## src/rtl/ecp5_pll_pkg.sv

```systemverilog
// rtl/ecp5_pll_pkg.sv - shared encodings and FSM state type for the ECP5 PLL controller
// Purpose: channel/direction encodings for PHASESEL/PHASEDIR and the controller state enum.
// Ports: none (package).
package ecp5_pll_pkg;

  // PHASESEL[1:0] channel encodings
  localparam logic [1:0] SEL_CLKOS  = 2'b00;
  localparam logic [1:0] SEL_CLKOS2 = 2'b01;
  localparam logic [1:0] SEL_CLKOS3 = 2'b10;
  localparam logic [1:0] SEL_CLKOP  = 2'b11;

  // PHASEDIR encodings
  localparam logic DIR_LAG  = 1'b0;
  localparam logic DIR_LEAD = 1'b1;

  typedef enum logic [2:0] {
    RST_PLL,
    WAIT_LOCK,
    IDLE,
    SETUP,
    STEP_LO,
    STEP_HI,
    DONE
  } pll_state_e;

endpackage

```

## src/rtl/ecp5_pll_dyn_ctrl_lock_filter.sv

```systemverilog
// rtl/ecp5_pll_dyn_ctrl_lock_filter.sv - LOCK synchroniser and stability filter
// Purpose: brings the raw PLL LOCK into the reference clock domain and qualifies it.
// Ports:
//   clock   in  reference clock
//   reset   in  asynchronous active-high reset
//   clr     in  clears the filter counter (held while the PLL is in reset)
//   lock_in in  raw LOCK, asynchronous to clock
//   lock_ok out high while LOCK has been stably high for LOCK_FILTER cycles
module pll_lock_filter #(
  parameter int LOCK_FILTER = 1024
) (
  input  logic clock,
  input  logic reset,
  input  logic clr,
  input  logic lock_in,
  output logic lock_ok
);

  localparam int CW = $clog2(LOCK_FILTER + 1);
  localparam logic [CW-1:0] LIM = CW'(LOCK_FILTER);

  logic          lk_m;
  logic          lk_s;
  logic [CW-1:0] cnt;

  always_ff @(posedge clock or posedge reset) begin
    if (reset) begin
      lk_m <= 1'b0;
      lk_s <= 1'b0;
    end else begin
      lk_m <= lock_in;
      lk_s <= lk_m;
    end
  end

  always_ff @(posedge clock or posedge reset) begin
    if (reset) begin
      cnt <= '0;
    end else if (clr || !lk_s) begin
      cnt <= '0;
    end else if (cnt != LIM) begin
      cnt <= cnt + 1'b1;
    end
  end

  // Gating with lk_s makes lock_ok fall in the same cycle lk_s falls, so the
  // controller sees a loss of lock without waiting for the counter to clear.
  assign lock_ok = lk_s && (cnt == LIM);

endmodule

```

## src/rtl/ecp5_pll_dyn_ctrl.sv

```systemverilog
// rtl/ecp5_pll_dyn_ctrl.sv - ECP5 EHXPLLL runtime reset/lock and dynamic phase-shift controller
// Purpose: sequences PLL reset and lock qualification, releases the system reset, and
//   turns phase-shift requests into timed PHASESEL/PHASEDIR/PHASESTEP activity.
// Optional: define ECP5_PLL_PHASE_TRACK_EN to add per-channel phase accumulators (phase_acc).
// Ports:
//   clock, reset            reference clock, asynchronous active-high reset
//   pll_locked              raw EHXPLLL LOCK
//   pll_rst                 EHXPLLL RST
//   pll_phasesel/phasedir   PHASESEL[1:0] / PHASEDIR, held from the last accepted request
//   pll_phasestep           PHASESTEP, idle high, active-low pulses
//   rst_out                 system reset, high until lock is stable
//   req_valid/req_ready     request handshake; req_sel, req_dir, req_steps request fields
//   done                    one-cycle pulse on request completion
//   lock_lost               one-cycle pulse on detected loss of lock
//   phase_acc               4 x PHASE_W signed accumulators (optional feature)
module ecp5_pll_dyn_ctrl
  import ecp5_pll_pkg::*;
#(
  parameter int LOCK_FILTER = 1024,
  parameter int RST_HOLD    = 16,
  parameter int SETUP_CYC   = 4,
  parameter int PULSE_CYC   = 4,
  parameter int STEP_W      = 6,
  parameter int PHASE_W     = 8
) (
  input  logic              clock,
  input  logic              reset,
  input  logic              pll_locked,
  output logic              pll_rst,
  output logic [1:0]        pll_phasesel,
  output logic              pll_phasedir,
  output logic              pll_phasestep,
  output logic              rst_out,
  input  logic              req_valid,
  output logic              req_ready,
  input  logic [1:0]        req_sel,
  input  logic              req_dir,
  input  logic [STEP_W-1:0] req_steps,
  output logic              done,
`ifdef ECP5_PLL_PHASE_TRACK_EN
  output logic [4*PHASE_W-1:0] phase_acc,
`endif
  output logic              lock_lost
);

  localparam int MAXC  = (RST_HOLD > SETUP_CYC) ?
                         ((RST_HOLD > PULSE_CYC) ? RST_HOLD : PULSE_CYC) :
                         ((SETUP_CYC > PULSE_CYC) ? SETUP_CYC : PULSE_CYC);
  localparam int CNT_W = $clog2(MAXC + 1);

  pll_state_e        state, state_d;
  logic [CNT_W-1:0]  cnt, cnt_d;
  logic [STEP_W-1:0] rem;
  logic [1:0]        sel_q;
  logic              dir_q;
  logic              lock_ok;
  logic              accept, step_done, loss;

  pll_lock_filter #(.LOCK_FILTER(LOCK_FILTER)) u_lock (
    .clock   (clock),
    .reset   (reset),
    .clr     (state == RST_PLL),
    .lock_in (pll_locked),
    .lock_ok (lock_ok)
  );

  always_ff @(posedge clock or posedge reset) begin
    if (reset) begin
      state <= RST_PLL;
      cnt   <= '0;
    end else begin
      state <= state_d;
      cnt   <= cnt_d;
    end
  end

  always_comb begin
    state_d   = state;
    cnt_d     = cnt + 1'b1;
    accept    = 1'b0;
    step_done = 1'b0;
    loss      = 1'b0;
    case (state)
      RST_PLL: begin
        if (cnt == CNT_W'(RST_HOLD - 1)) begin
          state_d = WAIT_LOCK;
          cnt_d   = '0;
        end
      end
      WAIT_LOCK: begin
        cnt_d = '0;
        if (lock_ok) state_d = IDLE;
      end
      IDLE: begin
        cnt_d = '0;
        if (req_valid) begin
          accept  = 1'b1;
          state_d = (req_steps == '0) ? DONE : SETUP;
        end
      end
      SETUP: begin
        if (cnt == CNT_W'(SETUP_CYC - 1)) begin
          state_d = STEP_LO;
          cnt_d   = '0;
        end
      end
      STEP_LO: begin
        if (cnt == CNT_W'(PULSE_CYC - 1)) begin
          state_d = STEP_HI;
          cnt_d   = '0;
        end
      end
      STEP_HI: begin
        if (cnt == CNT_W'(PULSE_CYC - 1)) begin
          step_done = 1'b1;
          cnt_d     = '0;
          state_d   = (rem == STEP_W'(1)) ? DONE : STEP_LO;
        end
      end
      DONE: begin
        cnt_d   = '0;
        state_d = IDLE;
      end
      default: begin
        cnt_d   = '0;
        state_d = RST_PLL;
      end
    endcase
    // Loss of lock overrides everything once the PLL has been qualified.
    if (state != RST_PLL && state != WAIT_LOCK && !lock_ok) begin
      loss      = 1'b1;
      accept    = 1'b0;
      step_done = 1'b0;
      state_d   = RST_PLL;
      cnt_d     = '0;
    end
  end

  // PLL pins are registered from the next state so they change cleanly on the
  // clock edge that enters each state.
  always_ff @(posedge clock or posedge reset) begin
    if (reset) begin
      pll_rst       <= 1'b1;
      pll_phasestep <= 1'b1;
      rst_out       <= 1'b1;
      lock_lost     <= 1'b0;
      sel_q         <= SEL_CLKOS;
      dir_q         <= DIR_LAG;
      rem           <= '0;
    end else begin
      pll_rst       <= (state_d == RST_PLL);
      pll_phasestep <= (state_d != STEP_LO);
      rst_out       <= (state == RST_PLL) || (state == WAIT_LOCK);
      lock_lost     <= loss;
      if (accept) begin
        sel_q <= req_sel;
        dir_q <= req_dir;
        rem   <= req_steps;
      end else if (step_done) begin
        rem <= rem - 1'b1;
      end
    end
  end

  assign pll_phasesel = sel_q;
  assign pll_phasedir = dir_q;
  assign req_ready    = (state == IDLE) && lock_ok;
  assign done         = (state == DONE) && lock_ok;

`ifdef ECP5_PLL_PHASE_TRACK_EN
  logic [PHASE_W-1:0] acc [4];

  // Cleared on the edge that enters RST_PLL: resetting the PLL restores static phases.
  always_ff @(posedge clock or posedge reset) begin
    if (reset) begin
      for (int k = 0; k < 4; k++) acc[k] <= '0;
    end else if (state_d == RST_PLL) begin
      for (int k = 0; k < 4; k++) acc[k] <= '0;
    end else if (step_done) begin
      acc[sel_q] <= (dir_q == DIR_LEAD) ? acc[sel_q] + 1'b1 : acc[sel_q] - 1'b1;
    end
  end

  for (genvar g = 0; g < 4; g++) begin : g_acc
    assign phase_acc[g*PHASE_W +: PHASE_W] = acc[g];
  end
`endif

endmodule

```

## config.mk

```make
export PLATFORM = sky130hd
export DESIGN_NAME = ecp5_pll_dyn_ctrl
export DESIGN_NICKNAME = d
export VERILOG_FILES = /design/src/rtl/ecp5_pll_pkg.sv /design/src/rtl/ecp5_pll_dyn_ctrl_lock_filter.sv /design/src/rtl/ecp5_pll_dyn_ctrl.sv
export SDC_FILE = /design/constraint.sdc
export NUM_CORES = 1
export LEC_CHECK = 0
export CELL_PAD_IN_SITES_DETAIL_PLACEMENT = 0
export CELL_PAD_IN_SITES_GLOBAL_PLACEMENT = 1
export CORE_UTILIZATION = 46
export CTS_CLUSTER_DIAMETER = 200
export DETAILED_ROUTE_END_ITERATION = 8
export HOLD_SLACK_MARGIN = 0.02
export PLACE_DENSITY_LB_ADDON = 0.1
export SETUP_SLACK_MARGIN = 0.2
export SYNTH_ARGS = -nofsm -noshare
export SYNTH_HDL_FRONTEND = slang
export SYNTH_HIERARCHICAL = 1
export SYNTH_SLANG_ARGS = --single-unit
```

## constraint.sdc

```tcl
create_clock -name clock -period 7.53 [get_ports clock]
set_input_delay 1.8825 -clock clock [delete_from_list [all_inputs] [get_ports clock]]
set_output_delay 1.8825 -clock clock [all_outputs]
set_load 0.03 [all_outputs]
```

==> impl_metrics.json, run 1 <==
{
  "status": "complete, no violations",
  "grt_remaining_overflow": 0,
  "grt_pass1_vias": 1430,
  "cts_setup_buffers": 0,
  "cellPowerDensity_nw_per_um2": 160,
  "ys_seq_area_share_pct": 44.4,
  "path_depth": 8,
  "worst-path-buf-inv": 2,
  "relSlewSlack_pct": 37.5,
  "start_util_pct": 48.1,
  "seqPwrFrac_pct": 53.9,
  "cp_slowest_stage_delay_ns": 0.70,
  "critPathLaunch": "u_lock/cnt[0]$_DFFE_PP0P_",
  "tns_ns": 0,
  "ant_nets": 0,
  "min_period_ns": 5.04,
  "setup_viol": 0,
  "crit_family": "simple AND/OR/NAND/NOR gates",
  "drc": 0,
  "share_comb_of_total_power_pct": 7.4,
  "crit_slowest_cell": "clkdlybuf4s50_1",
  "synth_top_area_share_pct": 40.3,
  "first_pass_iters": 4,
  "cts_max_path_buffers": 2,
  "pwr-share-clk_pct": 38.6,
  "avgSynthCellArea_sq_um": 9.77,
  "endpoint_kind": "primary output",
  "hold_buffers": 0,
  "post-route-period-util_pct": 66.9,
  "cts_inserted_buffers": 5,
  "place_hpwl_microns": 2800,
  "diodes": 0,
  "die_h_microns": 66.7,
  "clk_pin_slew_ns": 0.07,
  "fmax_mhz": 199,
  "antenna_found_initial": 0,
  "maxCapViolations": 0,
  "clock-sinks": 34,
  "sw_frac_of_total_pct": 23.0,
  "rows": 23,
  "gp_congestion": 0.849,
  "ff2ff_path_depth": 8,
  "die-area_sq_um": 4450,
  "layout_commonest_cell": "dfrtp_1",
  "yosysTopAreaCell": "dfrtp_1",
  "pin_count": 22,
  "fill_cells": 365,
  "synth-main-ff-cell": "dfrtp_1",
  "wl_per_cell_microns": 14.7,
  "p_switching_uw": 81.9,
  "vias_per_cell": 5.72,
  "ys_seq_elements": 34,
  "cp_max_fo": 12,
  "drt-total-wl_microns": 3890,
  "r2r_slack_ns": 4.23,
  "hold_class": "reg2reg",
  "netlist_area_sq_um": 1920,
  "die_w_microns": 66.7,
  "rr_startpoint": "u_lock/cnt[0]$_DFFE_PP0P_",
  "p_leak_nw": 0.865,
  "grt_pass1_wl_microns": 6690,
  "endpoint": "done",
  "root_buffer": "clkbuf_8",
  "ys_top_cells_by_area": "dfrtp_1, ha_1, dfstp_2",
  "coreArea_sq_um": 4000,
  "cp_cell_sequence": "inv_1 > ha_1 > nor4bb_1 > and3_1 > and2_1 > nand2_1 > nor3b_1 > clkdlybuf4s50_1",
  "grt_max_degree": 22,
  "vias": 1517,
  "synth_edf_count": 0,
  "drt_iter0_drc": 112,
  "grt_usage_pct": 20.5,
  "critPathKind": "reg2out",
  "r2r_end": "pll_phasedir$_DFFE_PP0P_",
  "nNetsFinal": 234,
  "layout-drive-gt1-share_pct": 11.2,
  "slew_viol_final": 0,
  "syn_nets": 217,
  "cts_tree": "done",
  "hold_viol": 0,
  "synth.distinct_cells": 51,
  "h-tree-depth": 2,
  "synthArstFlopShare_pct": 100,
  "cts_resized": 0,
  "startpoint_type": "flip-flop",
  "irDropWorstVdd_mv": 0.115,
  "worst_slew_pin_slew_ns": 0.935,
  "clock_latency_ns": 0.28,
  "clock_skew_ns": 0.00605,
  "rsz0062_at_grt": "no",
  "ys_warn_count": 6,
  "arrival_ns": 3.15,
  "crit_required_ns": 5.65,
  "area_delta_synth_final_pct": 15.7,
  "layout_common_cells": "dfrtp_1, clkdlybuf4s50_1, nand2_1, nor2_1, inv_1",
  "p_int_uw": 274,
  "fin_util_pct": 55.7,
  "port_buffers": 21,
  "syn_inst": 197
}
==> per-layer routing <==
layer	share of wire (%)	global-route usage [%]	vias up
li1	-	-	736
met1	50	28.4	738
met2	45	30.6	36
met3	3.9	3.60	7
met4	1.7	9.57	0
met5	0	0	-
==> Yosys cell counts (all sizes together) (2+ instances only) <==
| library cell | number |
|---|---|
| xor2 | 7 |
| dfstp | 3 |
| nor3b | 2 |
| xnor2 | 3 |
| o31ai | 3 |
| nor3 | 4 |
| nor2b | 7 |
| nand3b | 2 |
| nor2 | 12 |
| mux2 | 4 |
| o21ai | 12 |
| and2 | 2 |
| ha | 7 |
| or4 | 4 |
| nand3 | 7 |
| inv | 11 |
| nand2b | 4 |
| mux2i | 2 |
| or3 | 3 |
| o22ai | 2 |
| buf | 7 |
| a21oi | 9 |
| nand4 | 5 |
| dfrtp | 31 |
| o211ai | 2 |
| nand2 | 18 |
| clkbuf | 4 |
| a211oi | 2 |
| a31o | 2 |
==> per-stage QoR <==
| step | total power [mW] | cells | cell area (sq um) | hold WS, ns | worst slack, ns |
|---|---|---|---|---|---|
| CTS | 0.361 | 265 | 2230 | 0.363 | 2.48 |
| floorplan | 0.209 | 197 | 1920 | 0.331 | 3.18 |
| detailed placement | 0.222 | 257 | 2140 | 0.347 | 2.81 |
| global route | 0.374 | 265 | 2230 | 0.385 | 2.22 |
| global placement | 0.221 | 257 | 2140 | 0.334 | 2.94 |
| finish | 0.356 | 265 | 2230 | 0.362 | 2.49 |
==> registers in the layout, summed over array words and instances, names as in the netlist <==
register	flops
pll_rst	1
rst_out	1
u_lock/lk_m	1
u_lock/cnt	11
pll_phasedir	1
pll_phasestep	1
cnt	5
state	3
lock_lost	1
u_lock/lk_s	1
pll_phasesel	2
rem	6
==> power groups by stage <==
stage	Clock, mW	Sequential, mW	Combinational, mW
final	0.137	0.192	0.0265
after global routing	0.152	0.192	0.0296
after CTS	0.143	0.192	0.0268
after detailed placement	0	0.195	0.0266
after global placement	0	0.195	0.0258
after floorplan	0	0.196	0.0127
==> how the worst min path moves through the flow <==
| stage | startpoint | endpoint | cells after the start |
|---|---|---|---|
| 6_report | u_lock/lk_m$_DFF_PP0_ | u_lock/lk_s$_DFF_PP0_ | 0 |
| 5_1_grt | u_lock/lk_m$_DFF_PP0_ | u_lock/lk_s$_DFF_PP0_ | 0 |
| 4_1_cts | u_lock/lk_m$_DFF_PP0_ | u_lock/lk_s$_DFF_PP0_ | 0 |
| 3_5_place_dp | u_lock/lk_m$_DFF_PP0_ | u_lock/lk_s$_DFF_PP0_ | 0 |
| 3_3_place_gp | u_lock/lk_m$_DFF_PP0_ | u_lock/lk_s$_DFF_PP0_ | 0 |
| 2_1_floorplan | u_lock/lk_m$_DFF_PP0_ | u_lock/lk_s$_DFF_PP0_ | 0 |
==> logic make-up after synthesis <==
group	after synthesis	share of synthesized area [%]
buf+inv	22	5.33
xor+xnor	10	4.55
mux	6	3.38
simple gates	77	23.1
compound gates	41	14.7
flops	34	44.4
fa+ha+maj	7	4.55
==> worst reg2reg max path, delay by kind of cell (launching register included) <==
kind                     cells  cell delay, ns
flip-flops                   1            0.44
multiplexers                 1            0.42
buffers and inverters        1            0.10
adder cells (fa/ha/maj)      1            0.15
AND/OR/NAND/NOR              5            2.08
==> cell type report <==
type / count / area (sq um) / share of cell area [%]
clock inverters: 1 / 5.00 / 0.225
flip-flops and latches: 34 / 855 / 38.4
inverters: 11 / 41.3 / 1.85
repair buffers: 21 / 210 / 9.44
well taps: 50 / 62.6 / 2.81
clock buffers: 7 / 86.3 / 3.88
multi-input cells: 141 / 967 / 43.4
Power figures use the tool's default switching activity.
==> run 2, diff against run 1 <==
- CORE_UTILIZATION: 46 -> 39
- clock period: 7.53 -> 4.51 ns (I/O delays scaled with it)
==> impl_metrics.json, run 2 (synthesized netlist as in run 1, its figures left out) <==
{
  "clock_skew_ns": 0.00579,
  "port_buffers": 21,
  "diodes": 0,
  "pre_cts_slack_ns": 0.801,
  "setup_viol": 0,
  "min_period_ns": 3.94,
  "grt_remaining_overflow": 0,
  "fmax_mhz": 254,
  "cp_cell_sequence": "inv_1 > ha_1 > nor4bb_1 > and3_1 > and2_1 > nand3b_1 > nor2_1 > clkdlybuf4s50_1",
  "root_buffer": "clkbuf_8",
  "cp_max_fo": 6,
  "multi_input_area_sq_um": 967,
  "layout_common_cells": "dfrtp_1, clkdlybuf4s50_1, nand2_1, nor2_1, inv_1",
  "rows": 25,
  "grt_pass1_vias": 1476,
  "vias_per_cell": 5.30,
  "relSlewSlack_pct": 45.1,
  "die_h_microns": 72.2,
  "hold_buffers": 0,
  "clock-sinks": 34,
  "crit_slowest_cell": "clkdlybuf4s50_1",
  "crit_family": "simple AND/OR/NAND/NOR gates",
  "slew_viol_final": 0,
  "placed_cells": 276,
  "status": "complete, no violations",
  "die-area_sq_um": 5220,
  "endpoint_kind": "primary output",
  "rsz0062_at_grt": "no",
  "coreArea_sq_um": 4720,
  "maxCapViolations": 0,
  "worst_slew_pin_slew_ns": 0.823,
  "holdWs_ns": 0.352,
  "cellPowerDensity_nw_per_um2": 262,
  "critPathKind": "reg2out",
  "crit_required_ns": 3.38,
  "nNetsFinal": 236,
  "fill_cells": 456,
  "layout-drive-gt1-share_pct": 12.0,
  "drc": 0,
  "first_pass_iters": 4,
  "vias": 1505,
  "pin_count": 22,
  "wl_met3_microns": 182,
  "hold_class": "reg2reg",
  "grt_max_degree": 22,
  "hold_viol": 0,
  "start_util_pct": 40.7,
  "layout_commonest_cell": "dfrtp_1",
  "drt-total-wl_microns": 3930,
  "largest_reg_flops": 11,
  "ant_nets": 0,
  "layoutNonFillerInstCount": 284,
  "die_w_microns": 72.2,
  "irDropWorstVdd_mv": 0.175,
  "layout_setup_ws_ns": 0.566,
  "grt_pass1_wl_microns": 6820,
  "p_leak_nw": 0.895,
  "gp_congestion": 0.762,
  "regMostFlops": "u_lock/cnt",
  "cp_slowest_stage_delay_ns": 0.68,
  "wl_per_cell_microns": 13.8,
  "cts_tree": "done",
  "place_hpwl_microns": 2810,
  "tns_ns": 0,
  "post-route-period-util_pct": 87.5,
  "top_layer_used": "met4",
  "cts_inserted_buffers": 5,
  "arrival_ns": 2.82,
  "clk_pin_slew_ns": 0.07,
  "largestRegisters": "u_lock/cnt (11), rem (6), cnt (5)",
  "startpoint_type": "flip-flop",
  "cts_max_path_buffers": 2,
  "antenna_found_initial": 0,
  "worst-path-buf-inv": 2,
  "seq_area_sq_um": 855,
  "wl_met1_microns": 1860,
  "route.met2.wl_microns": 1840,
  "clock_latency_ns": 0.28,
  "drt_iter0_drc": 124,
  "h-tree-depth": 2,
  "grt_usage_pct": 17.2,
  "area_delta_synth_final_pct": 17.8
}
[run 2: cell type report]
| type | instances | area share [%] |
|---|---|---|
| well taps | 67 | 3.70 |
| flip-flops and latches | 34 | 37.7 |
| clock inverters | 1 | 0.221 |
| inverters | 11 | 1.82 |
| clock buffers | 7 | 3.81 |
| multi-input cells | 141 | 42.7 |
| repair buffers | 23 | 10.0 |
[run 2: path summary, 6_finish.rpt]
kind                                                start                   endpoint  slack [ns]  cells past startpoint
worst min register to register      u_lock/lk_m$_DFF_PP0_      u_lock/lk_s$_DFF_PP0_        0.35                      0
worst max register to register  u_lock/cnt[0]$_DFFE_PP0P_         rem[1]$_DFFE_PP0P_        1.81                     10
max in group asynchronous                           reset           cnt[4]$_DFF_PP0_        2.67                      2
worst min-delay path                u_lock/lk_m$_DFF_PP0_      u_lock/lk_s$_DFF_PP0_        0.35                      0
worst max-delay path            u_lock/cnt[0]$_DFFE_PP0P_                  req_ready        0.57                      8
min in group asynchronous                           reset  u_lock/cnt[4]$_DFFE_PP0P_        1.20                      2
[run 2: repair_timing]
item	in CTS	in global routing
gates resized for setup	0	1
setup buffers	0	0
endpoints found under the setup margin	0	1
[run 2: power breakdown]
group / switching, mW / internal (mW)
clock network: 0.107 / 0.123
registers: 0.00718 / 0.313
logic: 0.0225 / 0.0214
[run 2: layer usage]
layer / vias to the layer above / GRT usage (%)
met1: 728 / 23.3
li1: 735 / -
met2: 35 / 25.3
met5: - / 0
met4: 0 / 7.41
met3: 7 / 5.14
[run 2: stage by stage]
stage | area, sq um | power (mW) | utilization, %
floorplan | 1920 | 0.348 | -
global placement | 2170 | 0.369 | 46.0
detailed placement | 2170 | 0.370 | 46.0
CTS | 2260 | 0.604 | 47.9
global route | 2270 | 0.627 | 48.0
finish | 2270 | 0.594 | 48.0
==> edit: new RTL, config.mk and constraints of run 2 <==
`RST_HOLD`: 16 -> 32.
--- a/src/rtl/ecp5_pll_dyn_ctrl.sv
+++ b/src/rtl/ecp5_pll_dyn_ctrl.sv
@@ -18,5 +18,5 @@
 #(
   parameter int LOCK_FILTER = 1024,
-  parameter int RST_HOLD    = 16,
+  parameter int RST_HOLD    = 32,
   parameter int SETUP_CYC   = 4,
   parameter int PULSE_CYC   = 4,
Function: same outputs for any inputs over 10 cycles, from zero or initial values and one cycle with reset high; that may be too few to reach the edited logic, so the function may still have changed.
==> edit against run 2 <==
Non-clock buffer count is 2 lower. Clock power fell by 3%. Synthesized area rose by 0.85%. Routed wire length increased by 7.0%. Design area fell by 0.28%. Power decreased by 3.9%. Sequential power barely moved. Sequential cell count up 1. Worst setup slack worse by 0.11 ns. Count of clock-buffer cells in the layout is 1 lower. Maximum frequency fell by 2.8%. First-iteration DRC count decreased by 38%. Critical path type unchanged. Largest cell class unchanged.
==> edit: results (changes against run 2) <==
| Metric | Value |
|---|---|
| Setup crit end | `req_ready (unchanged)` |
| Share of layout cells above drive strength 1 | `9.009% (was 11.98%)` |
| Xor/xnor share of the synthesized area | `3.159% (was 4.551%)` |
| Vias in the first global route | `1503 (was 1476)` |
| P_sw | `0.0001323 W (was 0.0001370 W)` |
| Status | `finished, final reports clean (unchanged)` |
| I/O Buffers | `21 (unchanged)` |
| Post-synthesis cell type count | `53 (was 51)` |
| Initial DRC Count | `77 (was 124)` |
| Final GP Congestion | `0.8661 (was 0.7622)` |
| R2r endpoint | `rem[3] (was rem[1])` |
| DRT Wirelength | `4207 µm (was 3932 µm)` |
| Fin nets | `239 (was 236)` |
| Commonest cells in the netlist | `32 x dfrtp_1, 21 x nand2_1, 14 x nor2_1 (was 31 x dfrtp_1, 18 x nand2_1, 12 x nor2_1)` |
| Reg2reg setup slack | `1.34 ns (was 1.81 ns)` |
| First-pass GRT wire length | `6872 µm (was 6824 µm)` |
| Relative slew slack | `40.50% (was 45.07%)` |
| Worst path slowest cell | `dfrtp_1 (was clkdlybuf4s50_1)` |
| Register area share after synthesis | `45.33% (was 44.41%)` |
| Post-DP HPWL | `3104 µm (was 2806 µm)` |
| R2r worst-path depth | `9 (was 10)` |
| Synth area leaders | `dfrtp_1 41%, dfstp_2 4.1%, nand2_1 4.1% (was dfrtp_1 40%, ha_1 4.6%, dfstp_2 4.1%)` |
| Top Registers | `u_lock/cnt: 11 flops, cnt: 6 flops, rem: 6 flops (was u_lock/cnt: 11 flops, rem: 6 flops, cnt: 5 flops)` |
| CP arrival | `2.93 ns (was 2.82 ns)` |
| LEAKAGE | `0.9124 nW (was 0.8947 nW)` |
| Synth Area in Adders | `3.224% (was 4.551%)` |
| Filler cell count | `472 (was 456)` |
| Setup Skew | `0.006694 ns (was 0.005787 ns)` |
| Crit-path max cell delay | `0.44 ns (was 0.68 ns)` |
| Worst vdd ir | `0.1460 mV (was 0.1750 mV)` |
| GRT Total Usage | `17.10% (was 17.15%)` |
| Synth Area in Compound Gates | `16.63% (was 14.69%)` |
| Max FO, Critical Path | `8 (was 6)` |
| Pin count of the biggest net entering global routing | `23 (was 22)` |
## edit: layout make-up
cell class                      count  area, µm²  share of cell area (%)
Clock inverter                      2      12.51                  0.5537
Inverter                           10      37.54                   1.661
Clock buffer                        6      72.57                   3.212
Timing Repair Buffer               21      209.0                   9.247
Multi-Input combinational cell    148      964.7                   42.69
Tap cell                           67      83.83                   3.710
Sequential cell                    35      879.6                   38.93
## edit: what timing repair did
item / CTS / global route
setup endpoints to repair: 1 / 0
gates resized for setup: 1 / 0
hold buffers: 0 / 0
hold endpoints to repair: 0 / 0
## edit: metrics by stage
| step | hold slack (ns) | std cells | utilization [%] | worst slack [ns] |
|---|---|---|---|---|
| after floorplan | 0.3312 | 204 | - | 0.8574 |
| after global placement | 0.3377 | 281 | 45.76 | 0.5828 |
| after detailed placement | 0.3356 | 281 | 45.76 | 0.5013 |
| after CTS | 0.3539 | 289 | 47.53 | 0.4295 |
| after global routing | 0.3720 | 289 | 47.53 | 0.2622 |
| final | 0.3492 | 289 | 47.53 | 0.4534 |
## edit: layer usage
| layer | up-vias | part of all wire (%) | GRT usage, % |
|---|---|---|---|
| met3 | 5 | 5.0 | 3.889 |
| li1 | 775 | - | - |
| met4 | 0 | 1.0 | 5.882 |
| met1 | 777 | 49 | 23.30 |
| met2 | 32 | 45 | 26.79 |
| met5 | - | 0 | 0 |
## edit: power by group through the flow
| stage | Combinational, W | Sequential [W] | Clock, W |
|---|---|---|---|
| after floorplan | 0.0000140 | 0.000326 | 0 |
| after CTS | 0.0000301 | 0.000321 | 0.000232 |
| after global placement | 0.0000295 | 0.000326 | 0 |
| after detailed placement | 0.0000298 | 0.000327 | 0 |
| final | 0.0000291 | 0.000321 | 0.000222 |
| after global routing | 0.0000326 | 0.000321 | 0.000241 |
